`config.mk`:
```
export PLATFORM = sky130hd
export DESIGN_NAME = regfile_wr_arbiter
export DESIGN_NICKNAME = d
export VERILOG_FILES = /design/src/rtl/regfile_wr_arbiter.sv
export SDC_FILE = /design/constraint.sdc
export NUM_CORES = 1
export LEC_CHECK = 0
export ABC_CLOCK_PERIOD_IN_PS = 2000
export CAP_MARGIN = 10
export CORE_MARGIN = 2
export CORE_UTILIZATION = 38
export DETAILED_ROUTE_END_ITERATION = 8
export HOLD_SLACK_MARGIN = 0.03
export PLACE_DENSITY = 0.86
export RECOVER_POWER = 25
export SYNTH_ARGS = -nofsm -noshare
export SYNTH_HDL_FRONTEND = slang
export SYNTH_SLANG_ARGS = --single-unit
```
`constraint.sdc`:
```
create_clock -name clk -period 2 [get_ports clk]
set_clock_uncertainty 0.05 [all_clocks]
set_input_delay 0.4 -clock clk [delete_from_list [all_inputs] [get_ports clk]]
set_output_delay 0.4 -clock clk [all_outputs]
set_load 0.1 [all_outputs]
```
`src/rtl/regfile_wr_arbiter.sv`:
```
// regfile_wr_arbiter
//
// Shares the single register-file write port between two writeback requesters:
//   A - pipeline writeback stage
//   B - late-completion source (multi-cycle results, memory fills)
// On conflict the grant alternates round-robin. The winning write is registered for exactly
// one cycle and then drives the register-file write port. A one-hot mask of the register
// being written is exported for hazard/bypass logic.
//
// Ports:
//   clk                         clock, all state updates on the rising edge
//   rst                         synchronous active-high reset
//   flush                       squashes every acceptance in the current cycle
//   a_valid/a_ready/a_reg/a_data  requester A handshake and write payload
//   b_valid/b_ready/b_reg/b_data  requester B handshake and write payload
//   WriteReg/DstReg/DstData     registered register-file write enable, ID and data
//   wr_mask                     one-hot of DstReg while WriteReg is high, else zero

module regfile_wr_arbiter #(
  parameter int unsigned DATA_W = 16,
  parameter int unsigned ADDR_W = 4
) (
  input  logic                 clk,
  input  logic                 rst,
  input  logic                 flush,
  input  logic                 a_valid,
  output logic                 a_ready,
  input  logic [ADDR_W-1:0]    a_reg,
  input  logic [DATA_W-1:0]    a_data,
  input  logic                 b_valid,
  output logic                 b_ready,
  input  logic [ADDR_W-1:0]    b_reg,
  input  logic [DATA_W-1:0]    b_data,
  output logic                 WriteReg,
  output logic [ADDR_W-1:0]    DstReg,
  output logic [DATA_W-1:0]    DstData,
  output logic [2**ADDR_W-1:0] wr_mask
);

  typedef enum logic {
    PtrA = 1'b0,
    PtrB = 1'b1
  } ptr_e;

  ptr_e              r_ptr;
  ptr_e              w_ptr_d;
  logic              r_we;
  logic [ADDR_W-1:0] r_dst;
  logic [DATA_W-1:0] r_data;

  logic              w_a_ready;
  logic              w_b_ready;
  logic              w_a_acc;
  logic              w_b_acc;
  logic              w_acc;
  logic [ADDR_W-1:0] w_sel_reg;
  logic [DATA_W-1:0] w_sel_data;

  // Ready ignores the requester's own valid; when both are valid only the requester holding
  // priority sees ready, so at most one acceptance can happen per cycle.
  always_comb begin
    w_a_ready  = ~flush & (~b_valid | (r_ptr == PtrA));
    w_b_ready  = ~flush & (~a_valid | (r_ptr == PtrB));
    w_a_acc    = a_valid & w_a_ready;
    w_b_acc    = b_valid & w_b_ready;
    w_acc      = w_a_acc | w_b_acc;
    w_sel_reg  = w_a_acc ? a_reg  : b_reg;
    w_sel_data = w_a_acc ? a_data : b_data;
  end

  // Priority only moves on a contested grant; a lone requester never disturbs it.
  always_comb begin
    w_ptr_d = r_ptr;
    if (a_valid & b_valid & w_acc) begin
      w_ptr_d = w_a_acc ? PtrB : PtrA;
    end
  end

  always_ff @(posedge clk) begin
    if (rst) begin
      r_we   <= 1'b0;
      r_dst  <= '0;
      r_data <= '0;
      r_ptr  <= PtrA;
    end else begin
      // Register 0 is hardwired zero: the handshake completes but no write is issued.
      r_we <= w_acc & (w_sel_reg != '0);
      if (w_acc) begin
        r_dst  <= w_sel_reg;
        r_data <= w_sel_data;
      end
      r_ptr <= w_ptr_d;
    end
  end

  // Decoded from the registered state so it always agrees with WriteReg/DstReg.
  always_comb begin
    wr_mask = '0;
    if (r_we) begin
      wr_mask[r_dst] = 1'b1;
    end
  end

  assign a_ready  = w_a_ready;
  assign b_ready  = w_b_ready;
  assign WriteReg = r_we;
  assign DstReg   = r_dst;
  assign DstData  = r_data;

endmodule

```
==> parameters.txt, run 1 <==
Parameter                              Value

Die
  Number of core rows    20
  Std-Cell Core Area    3050 µm²
  I/O pins    84
  Full die area    3650 µm²
  Starting Density    39.7%
  Die width    60.5 µm
  Y dimension of the die    60.5 µm

Worst setup path
  Highest fanout seen on the critical path    6
  Required time worst endpoint    1.55 ns
  Slowest stage cell on the critical path    sky130_fd_sc_hd__or3b_4
  Setup CP Type    reg2out
  Setup crit start kind    register
  Arr. time, crit path    1.56 ns
  Stage delay of the slowest cell on the critical path    0.47 ns
  Worst-path cell chain    or3b_4 -> nor3_4 -> buf_12
  Setup crit end kind    output port

Clock network
  Maximum buffer depth of the clock tree    2
  Clock tree from TritonCTS    yes
  CTS Buf Count    3
  Number of levels in the clock H-tree    1
  Number of buffers inserted by hold repair at cts    0
  Insertion delay to the later sink of the worst-skew pair    0.31 ns
  Number of clock sinks    22
  Clk root buf    sky130_fd_sc_hd__clkbuf_4
  Clock slew at the register clock pins of the worst setup and hold paths    0.12 ns

Place
  Half-perimeter wire length of the detailed placement result    3520 µm
  Port Buffers    83
  Setup slack at placement    -0.263 ns
  Final RePlAce weighted congestion    0.877

Synth
  Mean instance size in the synthesized netlist    7.62 µm²
  Net Count, Synth    204
  Flop and latch count out of synthesis    22
  Sequential share of the synthesized area    36.4%
  Synth unique cells    21
  Total of warnings raised by yosys    0
  Area of the mapped netlist    1210 µm²
  Instance count of the mapped netlist    159

Route
  Initial detailed-routing violation count    63
  Number of remaining DRC errors    0
  Drt wl/cell    15.7 µm
  Mean number of vias per cell    5.65
  First-pass iteration count of the detailed router    4
  Number of routed nets with antenna violations    0
  Number of vias in the routed layout    1,628
  Routed wire length    4520 µm

Cells and area
  Ant diodes    0
  Final-stage net count    290
  Number of fill cells    204
  Area overhead of the layout relative to synthesis    104%
  Share of cells above drive strength 1    36.1%

STA
  Worst hold slack    0.459 ns
  Number of setup violations in the final report    1
  Period Utilization, post-route    101%
  Upper clock frequency limit    497 MHz
  Final critical path time including I/O delays and setup    2.01 ns
  Final Slew Violations    0
  Smallest setup slack after layout    -0.0130 ns
  Rel. slew slack    57.6%
  Final Hold Vio Count    0
  Worst slew pin tran    0.635 ns
  RSZ-0062 raised after global routing    yes

Min path
  Min-Delay Path Class    reg2reg

Global routing
  GR Overflow Total    0
  Maximum number of pins on one net before global-route repair    25
  Via count of the first global-routing pass    1,587
  First-pass GRT wire length    7200 µm
  Global-route total usage across every layer    25.5%
  Initial antenna violation count    0

Outcome
  Result of the run    finished with violations
  Failing checks    negative setup slack

Power and ir drop
  Static power due to leakage    0.871 nW
  Ratio of total power to cell area    563 nW/µm²
  Maximum resistive drop on vdd    0.000568 V

Run
  # Max-Cap Violations    0
[cell families after synthesis]
group | after synthesis | share of synthesized area [%]
AOI/OAI and AO/OA | 23 | 16.1
DFF | 22 | 36.4
buffers and inverters | 19 | 7.64
xor gates and xnor gates | 1 | 0.723
and+or+nand+nor | 94 | 39.2
[final cells by class]
type                            count  area [µm²]  area share, %
Timing Repair Buffer               99        1070           43.3
Multi-Input combinational cell    118         847           34.3
Sequential cell                    22         459           18.6
Tap cell                           44        55.1           2.23
Clock buffer                        4        36.3           1.47
Inverter                            1        3.75          0.152
[worst max-delay path: cells and delay by family, from the launching register on]
kind	cells	cell delay (ns)
buffers and inverters	1	0.20
and+or+nand+nor	2	0.65
DFF	1	0.39
[repair_timing]
item / 4_1_cts / 5_1_grt
setup buffers: 3 / 0
gates cloned: 0 / 0
setup endpoints to repair: 3 / 21
pin swaps: 2 / 2
gates resized for setup: 0 / 1
[placed cells by master, fill, tap and decap left out, types with 2 or more instances in the layout]
master / n
sky130_fd_sc_hd__a2111oi_0: 20
sky130_fd_sc_hd__buf_12: 20
sky130_fd_sc_hd__buf_4: 22
sky130_fd_sc_hd__clkbuf_2: 13
sky130_fd_sc_hd__clkbuf_4: 3
sky130_fd_sc_hd__clkdlybuf4s50_1: 44
sky130_fd_sc_hd__dfxtp_1: 17
sky130_fd_sc_hd__dfxtp_4: 5
sky130_fd_sc_hd__nand2b_1: 2
sky130_fd_sc_hd__nand3b_1: 3
sky130_fd_sc_hd__nor2_1: 21
sky130_fd_sc_hd__nor2_4: 13
sky130_fd_sc_hd__nor3_1: 21
sky130_fd_sc_hd__nor3_4: 4
sky130_fd_sc_hd__nor4_1: 21
[Yosys cell counts, drive strengths merged]
| library cell | n | area (µm²) |
|---|---|---|
| buf | 7 | 47.5 |
| nor3 | 25 | 125 |
| nand3b | 3 | 22.5 |
| or3b | 1 | 8.76 |
| nand3 | 1 | 5.00 |
| o21ba | 1 | 10.0 |
| or4 | 1 | 7.51 |
| nand2b | 3 | 18.8 |
| xnor2 | 1 | 8.76 |
| inv | 1 | 3.75 |
| dfxtp | 22 | 440 |
| nand2 | 2 | 7.51 |
| nor4bb | 1 | 10.0 |
| and2 | 1 | 6.26 |
| a2111oi | 20 | 175 |
| nor4 | 21 | 131 |
| a21oi | 1 | 5.00 |
| clkbuf | 11 | 41.3 |
| o21ai | 1 | 5.00 |
| nor2 | 35 | 131 |
[through the flow]
stage | util, % | total power, W | setup TNS, ns | cells | instance area [µm²]
CTS | 82.0 | 0.00140 | -0.0235 | 288 | 2500
detailed placement | 80.0 | 0.00116 | -4.35 | 281 | 2440
finish | 81.0 | 0.00139 | -0.0130 | 288 | 2470
global route | 81.0 | 0.00144 | -0.0773 | 288 | 2470
global placement | 80.0 | 0.00115 | -2.36 | 281 | 2440
floorplan | - | 0.000938 | -0.737 | 159 | 1400
[registers in the layout, indices dropped and copies added, names as in the netlist]
signal and count:
r_ptr 1, DstData 16, DstReg 4, WriteReg 1
[power by group]
part | switching (W) | leakage (nW) | internal [W]
Clock | 0.000134 | 0.0210 | 0.000111
Sequential | 0.0000426 | 0.185 | 0.000473
Combinational | 0.000431 | 0.665 | 0.000199
Total | 0.000607 | 0.871 | 0.000784
[metal layers]
layer	wire length [µm]	vias to the layer above	track usage (%)
met5	0	-	0
met4	74	0	9.32
met3	254	9	2.13
met2	2500	86	47.2
met1	1690	759	30.8
li1	-	774	-
[worst paths after layout]
| check | from | end | slack (ns) | cells past startpoint |
|---|---|---|---|---|
| max reg2reg | r_ptr | DstReg[1] | 0.57 | 4 |
| min | DstData[13] | DstData[13] | 0.46 | 2 |
| min reg2reg | DstData[13] | DstData[13] | 0.46 | 2 |
| max | DstReg[2] | wr_mask[0] | -0.01 | 3 |
(Power assumes the default switching activity.)
==> run 2: changes to the inputs <==
- PLACE_DENSITY: 0.86 -> 0.88
==> run 2 against run 1 <==
The flow now finishes without violations. Sequential cell count is the same. Maximum frequency grew 1.3%. Design area unchanged. Critical path type unchanged. Wire length shrank 3.1%. Register-to-register slack improved by 0.06 ns. Cell count stayed put. Die area did not move. Combinational power is essentially flat. First-iteration DRC count is 14% higher. Critical path depth did not move. Sequential power about the same. Sequential share of layout area is the same.
==> parameters.txt, run 2 (synthesis gave the netlist of run 1 again) <==
Parameter                              Value

Outcome
  Result of the run    completed

Cells and area
  Area overhead of the layout relative to synthesis    104%
  Number of flip-flops under the largest register name    16
  Share of cells above drive strength 1    36.1%
  Final-stage net count    290
  Most used cells in the layout excluding fill and tap cells    sky130_fd_sc_hd__clkdlybuf4s50_1 (44), sky130_fd_sc_hd__buf_4 (22), sky130_fd_sc_hd__nor3_1 (21), sky130_fd_sc_hd__nor2_1 (21), sky130_fd_sc_hd__nor4_1 (21)
  Most common library cell in the layout ignoring fill and taps    sky130_fd_sc_hd__clkdlybuf4s50_1
  Final instance count without filler cells    288
  Ant diodes    0

Global routing
  Grt met1 use    31.0%
  GR Util met2    43.3%
  Maximum number of pins on one net before global-route repair    25
  Via count of the first global-routing pass    1,554
  First-pass GRT wire length    7040 µm
  Met3 track utilization from global routing    3.62%
  GR Overflow Total    0
  Initial antenna violation count    0
  Most Crowded Layer GR    met2
  Global-route total usage across every layer    24.6%

Place
  Final RePlAce weighted congestion    0.796
  Half-perimeter wire length of the detailed placement result    3420 µm
  Port Buffers    83
  Number of cells in the design after placement    281

Worst setup path
  Number of buffer and inverter stages on the critical path    1
  Kind of cell with the highest combined delay on the critical path    simple AND/OR/NAND/NOR gates
  Required time worst endpoint    1.55 ns
  Stage delay of the slowest cell on the critical path    0.47 ns
  Arr. time, crit path    1.54 ns
  Setup crit start kind    register
  Total number of cells along the worst setup path    3
  Worst R2R Start    r_ptr
  End point of the critical path    wr_mask[0]
  Setup slack of the most critical reg-to-reg path    0.63 ns
  Crit path launch    DstReg[2]
  Slowest stage cell on the critical path    sky130_fd_sc_hd__or3b_4
  Worst-path cell chain    or3b_4 -> nor3_4 -> buf_12
  Cells on worst reg2reg path    4
  Setup crit end kind    output port
  Setup CP Type    reg2out
  Endpoint of the most critical register-to-register path    DstData[7]
  Highest fanout seen on the critical path    6

Clock network
  Clock slew at the register clock pins of the worst setup and hold paths    0.13 ns
  Clk root buf    sky130_fd_sc_hd__clkbuf_4
  Number of buffers inserted by hold repair at cts    0
  Clock tree from TritonCTS    yes
  Number of clock sinks    22
  Number of levels in the clock H-tree    1
  Insertion delay to the later sink of the worst-skew pair    0.31 ns
  CTS Buf Count    3
  Maximum buffer depth of the clock tree    2

Die
  Full die area    3650 µm²
  Y dimension of the die    60.5 µm
  I/O pins    84
  Number of core rows    20
  Starting Density    39.7%
  Die width    60.5 µm
  Std-Cell Core Area    3050 µm²

STA
  Upper clock frequency limit    503 MHz
  Final Hold Vio Count    0
  Rel. slew slack    57.0%
  Number of setup violations in the final report    0
  Period Utilization, post-route    99.3%
  Final Slew Violations    0
  Final critical path time including I/O delays and setup    1.99 ns
  Worst slew pin tran    0.644 ns
  TNS Setup    0 ns
  RSZ-0062 raised after global routing    yes

Route
  Initial detailed-routing violation count    72
  Mean number of vias per cell    5.65
  First-pass iteration count of the detailed router    4
  Drt wl/cell    15.2 µm
  Number of vias in the routed layout    1,627
  Routed wire length    4380 µm
  Number of remaining DRC errors    0
  Number of routed nets with antenna violations    0

Run
  # Max-Cap Violations    0

Power and ir drop
  Maximum resistive drop on vdd    0.000432 V
  Ratio of total power to cell area    565 nW/µm²
  Static power due to leakage    0.871 nW

Min path
  Number of cells traversed by the worst hold path    2
  Min-Delay Path Class    reg2reg
  Hold Startpoint    DstData[13]
==> run 2: cell counts in the layout (fill, tap and decap cells not counted) <==
Identical to the previous run, type by type.
==> run 2: worst min path at each step <==
stage                  end  slack (ns)
2_1_floorplan     WriteReg        0.42
3_3_place_gp   DstData[13]        0.43
3_5_place_dp    DstData[4]        0.43
4_1_cts         DstData[4]        0.46
5_1_grt         DstData[2]        0.47
6_report       DstData[13]        0.45
==> run 2: power by group <==
part	internal [W]	leakage [nW]	switching, W
sequential	0.000473	0.185	0.0000401
combinational	0.000199	0.665	0.000430
clock	0.000111	0.0210	0.000142
total	0.000784	0.871	0.000613
==> run 2: area by class of cell <==
| cell class | instances | area [µm²] |
|---|---|---|
| Clock buffer | 4 | 36.3 |
| Fill cell | 218 | 581 |
| Inverter | 1 | 3.75 |
| Multi-Input combinational cell | 118 | 847 |
| Sequential cell | 22 | 459 |
| Tap cell | 44 | 55.1 |
| Timing Repair Buffer | 99 | 1070 |
==> run 2: through the flow <==
stage	utilization (%)	worst slack (ns)	hold slack [ns]	cell area (µm²)	total power, W
after floorplan	-	-0.310	0.416	1400	0.000938
after global placement	80.0	-0.198	0.432	2440	0.00115
after detailed placement	80.0	-0.231	0.434	2440	0.00116
after CTS	82.0	0.00267	0.456	2500	0.00141
after global routing	81.0	-0.0340	0.472	2470	0.00144
final	81.0	0.0133	0.452	2470	0.00140
==> run 2: tightest hold or removal path, delay by kind of cell, from the launching register on <==
family,cells,cell delay (ns)
DFF,1,0.33
and+or+nand+nor,2,0.14
==> run 2: metal layers <==
layer  vias up  share of wire, %
met5         -                 0
met4         0               1.6
met3         9               5.8
met2        82                53
met1       756                39
li1        780                 -
==> run 2: timing repair <==
action | 4_1_cts | 5_1_grt
endpoints found under the setup margin | 3 | 18
setup buffers | 3 | 0
pin swaps | 2 | 0
resized for setup | 0 | 1
==> run 3: changes to the inputs <==
--- a/config.mk
+++ b/config.mk
@@ -6,8 +6,10 @@
 export NUM_CORES = 1
 export LEC_CHECK = 0
+export ABC_AREA = 1
 export ABC_CLOCK_PERIOD_IN_PS = 2000
 export CAP_MARGIN = 10
 export CORE_MARGIN = 2
-export CORE_UTILIZATION = 38
+export CORE_UTILIZATION = 39
+export CTS_BUF_LIST = sky130_fd_sc_hd__clkbuf_4 sky130_fd_sc_hd__clkbuf_8 sky130_fd_sc_hd__clkbuf_16
 export DETAILED_ROUTE_END_ITERATION = 8
 export HOLD_SLACK_MARGIN = 0.03
==> constraint.sdc (replaced) <==
create_clock -name clk -period 2 [get_ports clk]
set_clock_uncertainty 0.05 [all_clocks]
set_input_delay 0.6 -clock clk [delete_from_list [all_inputs] [get_ports clk]]
set_output_delay 0.6 -clock clk [all_outputs]
set_load 0.1 [all_outputs]
==> run 3 against run 2 <==
The run now ends with negative setup slack left. Utilization increased by 9.8 points. Global-route usage increased by 15 points. Die area increased by 3.2%. Sequential power increased by 2%. Maximum frequency decreased by 5.7%. Wire length increased by 95%. Via count increased by 29%. Register-to-register slack got worse by 0.20 ns. Critical endpoint is now wr_mask[4]. Largest cell class unchanged.
==> parameters.txt, run 3 <==
Parameter                              Value

Outcome
  Result of the run    finished with violations
  Failing checks    negative setup slack

Synth
  Fraction of registers with async set/reset    0%
  Net Count, Synth    239
  Leading area contributor after synthesis    sky130_fd_sc_hd__dfxtp_1
  Count leader, synth    sky130_fd_sc_hd__nand2_1
  Area of the mapped netlist    1280 µm²
  Mux contribution to synthesized area    0%
  Dominant combinational cell family by area after synthesis    simple AND/OR/NAND/NOR gates
  Fraction of the mapped netlist area in compound gates    15.1%
  Mean instance size in the synthesized netlist    6.62 µm²
  Instance count of the mapped netlist    194
  Top cell type's share of synthesized area    34.3%
  Main flop type after synthesis    sky130_fd_sc_hd__dfxtp_1
  Xor and xnor fraction of the mapped netlist area    0%
  Flop and latch count out of synthesis    22
  Sequential share of the synthesized area    34.3%
  Number of enable flip-flop cells after synthesis    0
  Most frequent cells after synthesis    sky130_fd_sc_hd__nand2_1 (43), sky130_fd_sc_hd__nand3_1 (37), sky130_fd_sc_hd__inv_1 (31), sky130_fd_sc_hd__dfxtp_1 (22), sky130_fd_sc_hd__o211ai_1 (11)
  Post-synthesis simple-gate area fraction    34.7%
  Total of warnings raised by yosys    0
  Cell types with the largest area share after synthesis    sky130_fd_sc_hd__dfxtp_1 (34%), sky130_fd_sc_hd__nand3_1 (14%), sky130_fd_sc_hd__nand2_1 (13%), sky130_fd_sc_hd__inv_1 (9.1%), sky130_fd_sc_hd__o211ai_1 (6.4%)
  Arithmetic-cell share of the synthesized area counting full adders, half adders and majority gates    0%
  Synth unique cells    18

Worst setup path
  Worst R2R Start    r_ptr
  Stage delay of the slowest cell on the critical path    0.39 ns
  Cells on worst reg2reg path    7
  Endpoint of the most critical register-to-register path    WriteReg
  Slowest stage cell on the critical path    sky130_fd_sc_hd__dfxtp_4
  Setup CP Type    reg2out
  Highest fanout seen on the critical path    4
  Setup crit end kind    output port
  Arr. time, crit path    1.46 ns
  Crit path launch    DstReg[2]
  Setup crit start kind    register
  Worst-path cell chain    buf_4 -> nand2_4 -> nor3_4 -> buf_12
  Required time worst endpoint    1.35 ns
  Setup slack of the most critical reg-to-reg path    0.43 ns

Clock network
  Clock slew at the register clock pins of the worst setup and hold paths    0.15 ns
  Clock tree from TritonCTS    yes
  Maximum buffer depth of the clock tree    2
  Clk root buf    sky130_fd_sc_hd__clkbuf_4
  Insertion delay to the later sink of the worst-skew pair    0.33 ns
  CTS Buf Count    3
  Number of clock sinks    22
  Number of levels in the clock H-tree    1

Global routing
  GR Overflow Total    0
  Grt met1 use    37.4%
  Maximum number of pins on one net before global-route repair    31
  Most Crowded Layer GR    met2
  First-pass GRT wire length    10,400 µm
  Met3 track utilization from global routing    12.0%
  Initial antenna violation count    0
  Via count of the first global-routing pass    2,096
  Global-route total usage across every layer    39.4%
  GR Util met2    71.1%

Place
  Number of cells in the design after placement    323
  Port Buffers    83
  Setup slack at placement    -0.254 ns
  Cell area after placement    2840 µm²
  Half-perimeter wire length of the detailed placement result    4200 µm
  Final RePlAce weighted congestion    0.764

Route
  Routed wire length    8540 µm
  First-pass iteration count of the detailed router    6
  Drt wl/cell    25.5 µm
  Number of vias in the routed layout    2,094
  Number of routed nets with antenna violations    0
  Mean number of vias per cell    6.25
  Initial detailed-routing violation count    252
  Number of remaining DRC errors    0

Min path
  Hold worst-path end    DstData[15]
  Hold Startpoint    DstData[15]
  Min-Delay Path Class    reg2reg
  Number of cells traversed by the worst hold path    2

Power and ir drop
  Fraction of power consumed by the clock network    15.6%
  Switch Pwr    0.000754 W
  Switching power as a share of total power    47.3%
  Cell internal power dissipation    0.000839 W
  Part of the power in registers    32.9%
  Ratio of total power to cell area    565 nW/µm²
  Static power due to leakage    1.31 nW
  Logic pwr share    51.6%
  Maximum resistive drop on vdd    0.000476 V

Cells and area
  Area of all placed cells without fillers    2820 µm²
  Final-stage net count    337
  Final instance count without filler cells    335
  Combined area of the multi-input logic cells    870 µm²
  Most used cells in the layout excluding fill and tap cells    sky130_fd_sc_hd__clkdlybuf4s50_1 (41), sky130_fd_sc_hd__nand2_1 (37), sky130_fd_sc_hd__nand3_1 (36)
  Number of flip-flops under the largest register name    16
  Area overhead of the layout relative to synthesis    119%
  Flip-flop and latch area    459 µm²
  Ant diodes    0
  Utilization of the core after routing    90.8%
  Number of fill cells    96
  Most common library cell in the layout ignoring fill and taps    sky130_fd_sc_hd__clkdlybuf4s50_1
  Share of cells above drive strength 1    36.8%

STA
  Rel. slew slack    62.0%
  Number of setup violations in the final report    10
  Worst slew pin tran    0.573 ns
  Final Slew Violations    0
  Final critical path time including I/O delays and setup    2.11 ns
  Smallest setup slack after layout    -0.106 ns
  Upper clock frequency limit    475 MHz
  Period Utilization, post-route    105%
  Final Hold Vio Count    0
  RSZ-0062 raised after global routing    yes

Run
  # Max-Cap Violations    0

Die
  Y dimension of the die    61.4 µm
  I/O pins    84
  Die width    61.4 µm
  Number of core rows    20
  Std-Cell Core Area    3100 µm²
  Full die area    3770 µm²
  Starting Density    41.4%
## run 3: cell count changes after synthesis, sizes merged, moves of 17 or more
cell,delta
nor3,-17
nor2,-24
a2111oi,-20
nor4,-21
inv,+33
nand3,+36
nand2,+41
## run 3: per-stage QoR
stage	TNS, ns	hold slack [ns]	total power (W)
3_5_place_dp	-3.93	0.505	0.00132
4_1_cts	0	0.537	0.00157
6_report	-0.312	0.516	0.00159
2_1_floorplan	-2.66	0.514	0.000982
3_3_place_gp	-1.43	0.484	0.00129
5_1_grt	-0.547	0.520	0.00161
## run 3: cell families (layout without fill, tap and decap cells)
| kind of cell | count (synthesis) | after routing |
|---|---|---|
| AO/OA/AOI/OAI | 25 | 25 |
| buffers and inverters | 46 | 143 |
| AND/OR/NAND/NOR | 101 | 101 |
| flip-flops | 22 | 22 |
## run 3: per-layer routing
| metal | part of all wire (%) | vias up |
|---|---|---|
| met5 | 0 | - |
| met4 | 9.3 | 0 |
| met3 | 11 | 89 |
| met2 | 48 | 229 |
| met1 | 32 | 949 |
| li1 | - | 827 |
## run 3: what timing repair did
action                     CTS  global route
resized for setup            9             3
setup buffers                6             2
setup endpoints to repair   17            17
hold buffers                 0             0
pin swaps                    3             5
## run 3: how the worst max path moves through the flow
stage | endpoint | slack (ns)
floorplan | wr_mask[0] | -0.19
global route | wr_mask[4] | -0.09
global placement | a_ready | -0.15
detailed placement | DstData[14] | -0.25
finish | wr_mask[4] | -0.11
CTS | wr_mask[11] | 0.0009
## run 3: power by group through the flow
stage,sequential [W],combinational [W],clock [W]
2_1_floorplan,0.000750,0.000232,0
4_1_cts,0.000521,0.000809,0.000241
3_3_place_gp,0.000529,0.000761,0
3_5_place_dp,0.000532,0.000784,0
6_report,0.000524,0.000821,0.000248
5_1_grt,0.000523,0.000836,0.000250
## run 3: critical path, delay by kind of cell (launching register included)
| kind | cells | cell delay [ns] |
|---|---|---|
| and+or+nand+nor | 2 | 0.38 |
| DFF | 1 | 0.39 |
| buffers and inverters | 2 | 0.34 |
## run 3: area by class of cell
cell class                 instances  share of cell area (%)
sequential                        22                    16.3
clock buffer                       4                    1.07
timing repair buffer             103                    44.3
multi-input combinational        126                    30.9
inverter                          36                    5.51
tap                               44                    1.95
